`src/rtl/password_enroll_if.sv`:
```
`default_nettype none
// ---------------------------------------------------------------------------
// password_enroll_if : switch/button inputs and status/code outputs
// Rev 1.0
// ---------------------------------------------------------------------------
interface password_enroll_if #(
   parameter int DIGITS = 4
);
   logic [9:0]          Sw;
   logic                btn_n;
   logic [4*DIGITS-1:0] code_out;
   logic                code_update;
   logic [9:0]          leds_out;
   logic [0:6]          seg0_out;
   logic [0:6]          seg1_out;
   logic [0:6]          seg2_out;
   logic [0:6]          seg3_out;
   logic [0:6]          seg4_out;

   modport master (
      output Sw, btn_n,
      input  code_out, code_update, leds_out,
      input  seg0_out, seg1_out, seg2_out, seg3_out, seg4_out
   );

   modport slave (
      input  Sw, btn_n,
      output code_out, code_update, leds_out,
      output seg0_out, seg1_out, seg2_out, seg3_out, seg4_out
   );
endinterface
`default_nettype wire

```
`src/rtl/password_enroll.sv`:
```
`default_nettype none
// ---------------------------------------------------------------------------
// password_enroll : debounced two-pass BCD password enrollment with LED/7-seg status
// Rev 1.0
// ---------------------------------------------------------------------------
module password_enroll #(
   parameter int                  DIGITS          = 4,
   parameter int                  DEBOUNCE_CYCLES = 500000,
   parameter logic [4*DIGITS-1:0] DEFAULT_CODE    = 16'h1234
) (
   input  logic              clk,
   input  logic              rst,
   password_enroll_if.slave  bus
);
   localparam int W   = 4 * DIGITS;
   localparam int CW  = $clog2(DIGITS + 1);
   localparam int DBW = (DEBOUNCE_CYCLES > 1) ? $clog2(DEBOUNCE_CYCLES) : 1;
   localparam logic [DBW-1:0] DB_LAST = DBW'(DEBOUNCE_CYCLES - 1);

   localparam logic [2:0] S_IDLE    = 3'd0;
   localparam logic [2:0] S_ENTER   = 3'd1;
   localparam logic [2:0] S_CONFIRM = 3'd2;
   localparam logic [2:0] S_DONE    = 3'd3;
   localparam logic [2:0] S_FAIL    = 3'd4;

   localparam logic [0:6] SEG_BLANK = 7'b1111111;
   localparam logic [0:6] SEG_DASH  = 7'b1111110;

   function automatic logic [0:6] seg7(input logic [3:0] v);
      case (v)
         4'd0:    seg7 = 7'b0000001;
         4'd1:    seg7 = 7'b1001111;
         4'd2:    seg7 = 7'b0010010;
         4'd3:    seg7 = 7'b0000110;
         4'd4:    seg7 = 7'b1001100;
         4'd5:    seg7 = 7'b0100100;
         4'd6:    seg7 = 7'b0100000;
         4'd7:    seg7 = 7'b0001111;
         4'd8:    seg7 = 7'b0000000;
         4'd9:    seg7 = 7'b0000100;
         default: seg7 = SEG_BLANK;
      endcase
   endfunction

   logic           sync1_q, sync2_q, db_q, db_d, press_q, press_d;
   logic [DBW-1:0] dbcnt_q, dbcnt_d;
   logic [2:0]     state_q, state_d;
   logic [W-1:0]   buf_a_q, buf_a_d, buf_b_q, buf_b_d, code_q, code_d, nb;
   logic [CW-1:0]  cnt_q, cnt_d, cnt_inc;
   logic           upd_q, upd_d;
   logic [9:0]     leds_q, leds_d;
   logic [0:6]     seg_q [0:4];
   logic [0:6]     seg_d [0:4];
   logic [3:0]     digit;
   logic           en, dig_ok, last;
   logic           unused_sw;

   assign unused_sw = ^bus.Sw[8:4];
   assign digit     = bus.Sw[3:0];
   assign en        = bus.Sw[9];

   // Stability counter only runs while the synchronized level disagrees with the accepted one
   always_comb begin
      db_d    = db_q;
      dbcnt_d = '0;
      if (sync2_q != db_q) begin
         if (dbcnt_q == DB_LAST) db_d = sync2_q;
         else                    dbcnt_d = dbcnt_q + 1'b1;
      end
      press_d = db_q & ~db_d;
   end

   always_comb begin
      state_d = state_q;
      buf_a_d = buf_a_q;
      buf_b_d = buf_b_q;
      cnt_d   = cnt_q;
      code_d  = code_q;
      upd_d   = 1'b0;
      dig_ok  = press_q && (digit <= 4'd9);
      cnt_inc = cnt_q + 1'b1;
      last    = (cnt_inc == CW'(DIGITS));
      nb      = (buf_b_q << 4) | W'(digit);
      case (state_q)
         S_IDLE: begin
            if (en) begin
               state_d = S_ENTER;
               buf_a_d = '0;
               buf_b_d = '0;
               cnt_d   = '0;
            end
         end
         S_ENTER, S_CONFIRM: begin
            if (!en) begin
               state_d = S_IDLE;
               buf_a_d = '0;
               buf_b_d = '0;
               cnt_d   = '0;
            end else if (dig_ok) begin
               cnt_d = last ? '0 : cnt_inc;
               if (state_q == S_ENTER) begin
                  buf_a_d = (buf_a_q << 4) | W'(digit);
                  if (last) state_d = S_CONFIRM;
               end else begin
                  buf_b_d = nb;
                  if (last) begin
                     if (nb == buf_a_q) begin
                        code_d  = buf_a_q;
                        upd_d   = 1'b1;
                        state_d = S_DONE;
                     end else begin
                        state_d = S_FAIL;
                     end
                  end
               end
            end
         end
         S_DONE, S_FAIL: begin
            if (!en) begin
               state_d = S_IDLE;
               buf_a_d = '0;
               buf_b_d = '0;
               cnt_d   = '0;
            end
         end
         default: state_d = S_IDLE;
      endcase
   end

   // Display/LED images are built from next-state values so they register in step with the FSM
   always_comb begin
      logic [W-1:0] shown;
      int           nib;
      leds_d    = '0;
      shown     = (state_d == S_ENTER) ? buf_a_d : buf_b_d;
      nib       = 0;
      for (int i = 0; i < DIGITS; i++) leds_d[i] = (CW'(i) < cnt_d);
      leds_d[9] = (state_d == S_ENTER) || (state_d == S_CONFIRM);
      leds_d[8] = (state_d == S_DONE);
      leds_d[7] = (state_d == S_FAIL);
      case (state_d)
         S_ENTER:   seg_d[0] = 7'b0110000;
         S_CONFIRM: seg_d[0] = 7'b0110001;
         S_DONE:    seg_d[0] = 7'b1000010;
         S_FAIL:    seg_d[0] = 7'b0111000;
         default:   seg_d[0] = SEG_BLANK;
      endcase
      for (int j = 0; j < 4; j++) begin
         seg_d[j+1] = SEG_BLANK;
         if (j < DIGITS) begin
            if ((state_d == S_ENTER) || (state_d == S_CONFIRM)) begin
               if (CW'(j) < cnt_d) begin
                  nib        = int'(cnt_d) - 1 - j;
                  seg_d[j+1] = seg7(shown[nib*4 +: 4]);
               end
            end else if (state_d == S_DONE) begin
               seg_d[j+1] = seg7(code_d[(DIGITS-1-j)*4 +: 4]);
            end else if (state_d == S_FAIL) begin
               seg_d[j+1] = SEG_DASH;
            end
         end
      end
   end

   always_ff @(posedge clk or negedge rst) begin
      if (!rst) begin
         sync1_q <= 1'b1;
         sync2_q <= 1'b1;
         db_q    <= 1'b1;
         dbcnt_q <= '0;
         press_q <= 1'b0;
         state_q <= S_IDLE;
         buf_a_q <= '0;
         buf_b_q <= '0;
         cnt_q   <= '0;
         code_q  <= DEFAULT_CODE;
         upd_q   <= 1'b0;
         leds_q  <= '0;
         for (int k = 0; k < 5; k++) seg_q[k] <= SEG_BLANK;
      end else begin
         sync1_q <= bus.btn_n;
         sync2_q <= sync1_q;
         db_q    <= db_d;
         dbcnt_q <= dbcnt_d;
         press_q <= press_d;
         state_q <= state_d;
         buf_a_q <= buf_a_d;
         buf_b_q <= buf_b_d;
         cnt_q   <= cnt_d;
         code_q  <= code_d;
         upd_q   <= upd_d;
         leds_q  <= leds_d;
         for (int k = 0; k < 5; k++) seg_q[k] <= seg_d[k];
      end
   end

   assign bus.code_out    = code_q;
   assign bus.code_update = upd_q;
   assign bus.leds_out    = leds_q;
   assign bus.seg0_out    = seg_q[0];
   assign bus.seg1_out    = seg_q[1];
   assign bus.seg2_out    = seg_q[2];
   assign bus.seg3_out    = seg_q[3];
   assign bus.seg4_out    = seg_q[4];
endmodule
`default_nettype wire

```
`src/flat_wrapper.sv`:
```
// flat-port wrapper written by rule: the top's interface ports become plain ports
module password_enroll_flat 
#(
   parameter int                  DIGITS          = 4,
   parameter int                  DEBOUNCE_CYCLES = 500000,
   parameter logic [4*DIGITS-1:0] DEFAULT_CODE    = 16'h1234
)
  (clk, rst, bus_Sw, bus_btn_n, bus_code_out, bus_code_update, bus_leds_out, bus_seg0_out, bus_seg1_out, bus_seg2_out, bus_seg3_out, bus_seg4_out);
  password_enroll_if #(.DIGITS(DIGITS)) bus_i ();
  input  logic clk;
  input  logic rst;
  input wire logic [$bits(bus_i.Sw)-1:0] bus_Sw;
  input wire logic [$bits(bus_i.btn_n)-1:0] bus_btn_n;
  output wire logic [$bits(bus_i.code_out)-1:0] bus_code_out;
  output wire logic [$bits(bus_i.code_update)-1:0] bus_code_update;
  output wire logic [$bits(bus_i.leds_out)-1:0] bus_leds_out;
  output wire logic [$bits(bus_i.seg0_out)-1:0] bus_seg0_out;
  output wire logic [$bits(bus_i.seg1_out)-1:0] bus_seg1_out;
  output wire logic [$bits(bus_i.seg2_out)-1:0] bus_seg2_out;
  output wire logic [$bits(bus_i.seg3_out)-1:0] bus_seg3_out;
  output wire logic [$bits(bus_i.seg4_out)-1:0] bus_seg4_out;
  assign bus_i.Sw = bus_Sw;
  assign bus_i.btn_n = bus_btn_n;
  assign bus_code_out = bus_i.code_out;
  assign bus_code_update = bus_i.code_update;
  assign bus_leds_out = bus_i.leds_out;
  assign bus_seg0_out = bus_i.seg0_out;
  assign bus_seg1_out = bus_i.seg1_out;
  assign bus_seg2_out = bus_i.seg2_out;
  assign bus_seg3_out = bus_i.seg3_out;
  assign bus_seg4_out = bus_i.seg4_out;
  password_enroll #(.DIGITS(DIGITS), .DEBOUNCE_CYCLES(DEBOUNCE_CYCLES), .DEFAULT_CODE(DEFAULT_CODE)) u_core (.clk(clk), .rst(rst), .bus(bus_i));
endmodule
```
`config.mk`:
```
export PLATFORM = sky130hd
export DESIGN_NAME = password_enroll_flat
export DESIGN_NICKNAME = d
export VERILOG_FILES = /design/src/rtl/password_enroll_if.sv /design/src/rtl/password_enroll.sv /design/src/flat_wrapper.sv
export SDC_FILE = /design/constraint.sdc
export NUM_CORES = 1
export LEC_CHECK = 0
export CAP_MARGIN = 20
export CORE_MARGIN = 1.5
export CORE_UTILIZATION = 50
export DETAILED_ROUTE_END_ITERATION = 12
export HOLD_SLACK_MARGIN = 0.02
export MAX_ROUTING_LAYER = met4
export PLACE_DENSITY = 0.77
export SLEW_MARGIN = 20
export SYNTH_ARGS = -nofsm -noshare
export SYNTH_HDL_FRONTEND = slang
export SYNTH_SLANG_ARGS = --single-unit
```
`constraint.sdc`:
```
create_clock -name clk -period 13.4 [get_ports clk]
set_input_delay 1.34 -clock clk [delete_from_list [all_inputs] [get_ports clk]]
set_output_delay 1.34 -clock clk [all_outputs]
set_load 0.05 [all_outputs]
```
==> out/qor.csv, run 1 <==
stage,metric,value,unit
status,outcome,finished clean,
routing,postRouteAntennaNets,0,
layout,fillers,1284,
routing,drtIter0Drc,516,
logic_synthesis,yosysTopAreaCell,dfrtp_1,
placed_design,post-dp-hpwl,13070,um
sta,skew,0.01368,ns
global_route,grt_pass1_wl,30300,um
setup_path,arrival,7.13,ns
power,p_seq_share,42.8,%
power,power,0.8431,mW
logic_synthesis,ys_seq_area_share,38.10,%
logic_synthesis,synth_warnings,0,
floorplan,rows,45,
clock_tree,clockRootBuffer,clkbuf_16,
routing,met1_length,8420,um
logic_synthesis,synth_flop_cell,dfrtp_1,
logic_synthesis,yosys-top-cells-area,"dfrtp_1, dfstp_2, ha_1",
clock_tree,cts_max_level,4,
layout,post-route-util,59.72,%
setup_path,cp_max_fo,15,
placed_design,numPortBuffers,66,
clock_tree,cts.sinks,117,
power,p_switching,0.1934,mW
placed_design,gp_congestion,0.9039,
logic_synthesis,synth-seq-cells,117,
floorplan,core,15260,sq um
sta,max_freq,0.1470,GHz
floorplan,ios,75,
global_route,grt_pass1_vias,5814,
floorplan,die_h,128.1,um
sta,setup_viol,0,
clock_tree,clk-insertion-delay-late,0.43,ns
sta,period_needed,6.803,ns
clock_tree,cts_tree,done,
placed_design,dpl_worst_slack,6.242,ns
clock_tree,path_clk_slew,0.05,ns
layout,synthToLayoutAreaGrowth,16.53,%
sta,tns,0,ns
setup_path,cp_slowest_cell,clkdlybuf4s50_1,
power,pwr-share-comb,5.4,%
sta,min_period_over_period,50.77,%
min_path,min_path_cells,0,
power,power_density,92.52,nW/um^2
global_route,grt_overflow,0,
logic_synthesis,synthArstFlopShare,100.0,%
routing,wl_per_cell,17.55,um
setup_path,path_buf_inv,5,
routing,vias_per_cell,5.796,
global_route,antenna_found_initial,0,
routing,drc,0,
global_route,grt_max_degree,60,
setup_path,path_depth,17,
logic_synthesis,synth_edf_count,0,
routing,num_vias,6086,
routing,highest_layer,met4,
power,power_frac_clock,51.8,%
sta,fin_ws,6.597,ns
sta,worst_slew_pin_slew,0.9463,ns
logic_synthesis,syn-instance-count,771,
logic_synthesis,ys_types,88,
flow_run,cap_viol_max_count,0,
min_path,min_path_type,register to register,
logic_synthesis,yosys-top-cells-count,"dfrtp_1, nor2_1, nand2_1",
power,leakage,3.999,nW
sta,relSlewSlack,36.61,%
setup_path,crit_path_max_incr_delay,0.65,ns
setup_path,reg2regPathDepth,16,
setup_path,path_class,input port to register,
routing,drtPass1Iterations,5,
sta,drv_slew,0,
sta,hold_slack,0.3612,ns
sta,rsz0062_at_grt,no,
floorplan,start_util,51.25,%
setup_path,cpMostUsedCell,ha_1,
layout,drive_above_1_share,16.81,%
logic_synthesis,synth_area,7820,sq um
floorplan,die-area,16400,sq um
setup_path,end_kind,register,
layout,nNetsFinal,893,
layout,antenna_cells,0,
power,intPower,0.6497,mW
logic_synthesis,synth_top_area_share,24.32,%
power,switching_share,22.93,%
logic_synthesis,yosysMostFrequentCell,dfrtp_1,
sta,final-hold-violation-count,0,
setup_path,worst_ep_required_time,13.73,ns
clock_tree,cts_hold_buf,0,
clock_tree,cts_resized,0,
logic_synthesis,avgSynthCellArea,10.14,sq um
routing,wl_met3,1050,um
routing,dr_wl_met2,8559,um
floorplan,die-width,128.1,um
clock_tree,cts_buffer_depth,2,
clock_tree,cts_setup_buffers,0,
routing,drt_wl_total,18430,um
global_route,grt_usage,24.39,%
setup_path,crit_path_start_kind,input port,
setup_path,cp_cell_sequence,clkdlybuf4s50_1 -> nor2b_1 -> a41oi_1 -> a31oi_1 -> and2_1 -> inv_2 -> ha_1 -> inv_2 -> ha_1 -> inv_1 -> o211a_1 -> o31ai_2 -> nor2_1 -> inv_1 -> ha_1 -> or3_1 -> a211oi_1,
setup_path,crit_family,simple AND/OR/NAND/NOR gates,
clock_tree,cts_buffers,17,
power,ir_drop,88.00,uV
power by group through the flow:
stage          clock [mW]  combinational (mW)  sequential (mW)
2_1_floorplan           0              0.0230            0.372
3_5_place_dp            0              0.0463            0.366
5_1_grt             0.457              0.0502            0.361
6_report            0.436              0.0459            0.361
3_3_place_gp            0              0.0458            0.366
4_1_cts             0.440              0.0464            0.361
sequential cells by signal, indices dropped and copies added (netlist names), 2 cells and up:
name / flops
u_core.bus.leds_out: 7
u_core.bus.seg0_out: 5
u_core.bus.seg1_out: 7
u_core.cnt_q: 2
u_core.bus.seg4_out: 7
u_core.bus.code_out: 16
u_core.buf_a_q: 16
u_core.bus.seg3_out: 7
u_core.buf_b_q: 16
u_core.state_q: 3
u_core.bus.seg2_out: 7
u_core.dbcnt_q: 19
kinds of logic after synthesis:
| group | Yosys count | share of synthesized area, % |
|---|---|---|
| AO/OA/AOI/OAI | 155 | 14.69 |
| buffers and inverters | 85 | 5.344 |
| other | 1 | 0.04795 |
| XOR/XNOR | 41 | 4.592 |
| multiplexers | 75 | 12.03 |
| adder cells (fa/ha/maj) | 54 | 8.640 |
| AND/OR/NAND/NOR | 243 | 16.56 |
| flip-flops | 117 | 38.10 |
layout make-up:
class	count	area [sq um]	area share [%]
clock buffers	28	516.7	5.671
repair buffers	69	680.7	7.469
flip-flops and latches	117	2979	32.69
multi-input cells	571	4439	48.72
well taps	211	264.0	2.897
clock inverters	4	45.04	0.4943
inverters	50	187.7	2.060
through the flow:
step,instance area (sq um),cells
2_1_floorplan,7828,773
3_3_place_gp,8551,1018
3_5_place_dp,8551,1018
4_1_cts,9112,1050
5_1_grt,9112,1050
6_report,9112,1050
path summary, 6_finish.rpt:
kind	from	slack [ns]	to
min in group asynchronous	rst	0.98	u_core.bus.code_update
max reg2reg	u_core.state_q[2]	7.67	u_core.bus.seg4_out[3]
min reg2reg	u_core.sync1_q	0.36	u_core.sync2_q
max in group asynchronous	rst	11.20	u_core.bus.leds_out[9]
min	u_core.sync1_q	0.36	u_core.sync2_q
max	bus_Sw[9]	6.60	u_core.bus.seg4_out[3]
cells in the final DEF (no fill, tap or decap), types with 7 or more instances in the layout:
cell             netlist  final
dfrtp_1               76     76
clkdlybuf4s50_1        0     65
nor2_1                61     61
nand2_1               58     58
ha_1                  54     54
inv_1                 44     44
mux2i_1               41     41
dfstp_2               41     41
a21oi_1               33     33
xor2_1                31     31
nand3_1               27     27
o21ai_0               25     25
nor3_1                17     17
clkbuf_16              0     17
mux2_2                16     16
a32o_1                13     13
a211oi_1              13     13
a31oi_1               12     12
mux4_2                11     11
xnor2_1               10     10
and3_1                 9      9
nor2b_1                7      7
or3_1                  7      7
o21ai_1                7      7
layer usage:
layer  vias to the layer above  GRT usage [%]
li1                       2892              -
met1                      2974          33.15
met2                       191          36.78
met3                        29          4.341
met4                         0          8.857
met5                         -              -
(Power assumes the default switching activity.)
==> run 2, diff against run 1 <==
--- a/config.mk
+++ b/config.mk
@@ -11,7 +11,7 @@
 export DETAILED_ROUTE_END_ITERATION = 12
 export HOLD_SLACK_MARGIN = 0.02
 export MAX_ROUTING_LAYER = met4
-export PLACE_DENSITY = 0.77
+export PLACE_DENSITY = 0.8
 export SLEW_MARGIN = 20
 export SYNTH_ARGS = -nofsm -noshare
 export SYNTH_HDL_FRONTEND = slang
==> constraint.sdc (replaced) <==
create_clock -name clk -period 6.15 [get_ports clk]
set_input_delay 0.615 -clock clk [delete_from_list [all_inputs] [get_ports clk]]
set_output_delay 0.615 -clock clk [all_outputs]
set_load 0.05 [all_outputs]
==> out/qor.csv, run 2 (synthesis results as in run 1) <==
stage,metric,value,unit,change
routing,postRouteAntennaNets,0,,unchanged
routing,num_vias,6126,,+0.66%
floorplan,ios,75,,unchanged
global_route,grt_overflow,0,,unchanged
sta,final-hold-violation-count,0,,unchanged
sta,worst_slew_pin_slew,0.9342,ns,-0.01214 ns
placed_design,dpl_worst_slack,0.5989,ns,-5.643 ns
routing,highest_layer,met4,,
routing,vias_per_cell,5.818,,+0.37%
power,power_density,198.8,nW/um^2,+110%
min_path,min_path_type,input port to async pin,,
layout,antenna_cells,0,,unchanged
routing,drt_wl_total,18430,um,about the same
power,ir_drop,191.7,uV,+120%
floorplan,start_util,51.25,%,unchanged
routing,drtIter0Drc,652,,+26%
placed_design,gp_congestion,0.9422,,+4.2%
setup_path,crit_path_start_kind,input port,,
layout,final_common_cell,dfrtp_1,,
setup_path,cp_max_fo,15,,unchanged
sta,max_freq,0.1944,GHz,
global_route,grt_pass1_vias,5932,,+2.0%
clock_tree,path_clk_slew,0.05,ns,about the same
clock_tree,clk-insertion-delay-late,0.42,ns,about the same
routing,met1_length,8466,um,+0.55%
power,leakage,4.015,nW,+0.40%
sta,setup_viol,0,,unchanged
sta,min_period_over_period,83.65,%,
global_route,grt_pass1_wl,30420,um,+0.37%
layout,nNetsFinal,897,,+0.45%
clock_tree,cts.sinks,117,,unchanged
placed_design,placed_area,8581,sq um,+0.35%
flow_run,cap_viol_max_count,0,,unchanged
layout,drive_above_1_share,17.22,%,+0.42 points
global_route,grt_usage,24.38,%,about the same
floorplan,die-area,16400,sq um,unchanged
setup_path,worst_ep_required_time,6.48,ns,-7.25 ns
layout,largest_reg_flops,19,,unchanged
setup_path,path_class,input port to register,,
floorplan,rows,45,,unchanged
clock_tree,cts_buffers,17,,unchanged
power,power,1.815,mW,+120%
clock_tree,cts_hold_buf,0,,unchanged
layout,synthToLayoutAreaGrowth,16.75,%,
setup_path,arrival,5.48,ns,-1.65 ns
routing,dr_wl_met2,8495,um,-0.75%
sta,drv_slew,0,,unchanged
clock_tree,cts_setup_buffers,0,,unchanged
layout,final_cell_area,9130,sq um,+0.19%
setup_path,end_kind,register,,
layout,fillers,1272,,-0.93%
layout,regMostFlops,u_core.dbcnt_q,,
sta,fin_ws,1.005,ns,-5.592 ns
sta,relSlewSlack,37.72,%,+1.1 points
layout,fin_cells,1053,,+0.29%
sta,tns,0,ns,unchanged
routing,drc,0,,unchanged
floorplan,core,15260,sq um,unchanged
clock_tree,cts_resized,0,,unchanged
sta,period_needed,5.145,ns,
routing,wl_per_cell,17.50,um,-0.28%
clock_tree,cts_buffer_depth,2,,unchanged
placed_design,dp.cells,1022,,+0.39%
floorplan,die-width,128.1,um,unchanged
global_route,antenna_found_initial,0,,unchanged
status,outcome,finished clean,,
clock_tree,cts_max_level,4,,unchanged
sta,rsz0062_at_grt,no,,
global_route,grt_max_degree,74,,+23%
sta,skew,0.01118,ns,-0.002499 ns
routing,wl_met3,1123,um,+7.0%
placed_design,post-dp-hpwl,13050,um,-0.18%
clock_tree,cts_tree,done,,
floorplan,die_h,128.1,um,unchanged
placed_design,numPortBuffers,66,,unchanged
layout,layout_common_cells,"dfrtp_1, clkdlybuf4s50_1, nor2_1",,
clock_tree,clockRootBuffer,clkbuf_16,,
routing,drtPass1Iterations,5,,unchanged
[run 2: changes by cell type in the layout (fill, tap and decap cells not counted), sizes merged]
cell    delta
clkbuf     -2
buf        +4
clkinv     +1
[run 2: cell type report]
class,instances,area (sq um),share of cell area (%)
inverter,50,187.7,2.056
clock inverter,5,50.05,0.5482
clock buffer,26,499.2,5.468
multi-input combinational,571,4439,48.62
sequential,117,2979,32.63
timing repair buffer,73,710.7,7.784
tap,211,264.0,2.892
[run 2: worst max-delay path, stage by stage]
cell,delay [ns]
clkdlybuf4s50_1,0.56
o21ai_4,0.32
o2111ai_1,0.15
a221o_1,0.35
and2_1,0.19
inv_2,0.28
ha_1,0.30
buf_4,0.20
inv_2,0.20
ha_1,0.18
inv_1,0.06
o211a_1,0.23
o31ai_2,0.58
nor2_1,0.21
inv_1,0.18
ha_1,0.26
or3_1,0.37
a211oi_1,0.23
[run 2: final timing paths]
| kind | slack, ns | end | depth (start not counted) | from |
|---|---|---|---|---|
| max in group asynchronous | 4.72 | u_core.bus.seg0_out[3] | 2 | rst |
| max reg2reg | 1.26 | u_core.bus.seg4_out[3] | 17 | u_core.state_q[0] |
| min reg2reg | 0.36 | u_core.sync2_q | 0 | u_core.sync1_q |
| min in group clk | 0.36 | u_core.sync2_q | 0 | u_core.sync1_q |
| max | 1.01 | u_core.bus.seg4_out[3] | 18 | bus_Sw[1] |
| min | 0.33 | u_core.bus.leds_out[1] | 1 | rst |
[run 2: where the power goes]
part	leakage [nW]	internal (mW)	switching, mW
Clock	0.274	0.592	0.335
Sequential	1.49	0.781	0.00484
Combinational	2.26	0.0284	0.0734
[run 2: per-layer routing]
layer  track usage, %  vias up
met3            4.591       28
met2            36.97      193
met1            33.10     3018
met5                -        -
met4            8.063        0
li1                 -     2887
[run 2: through the flow]
stage,hold slack (ns),utilization (%)
after detailed placement,0.3533,56.24
after floorplan,0.3194,-
after CTS,0.3572,59.84
final,0.3337,59.84
after global placement,0.3483,56.24
after global routing,0.3614,59.84
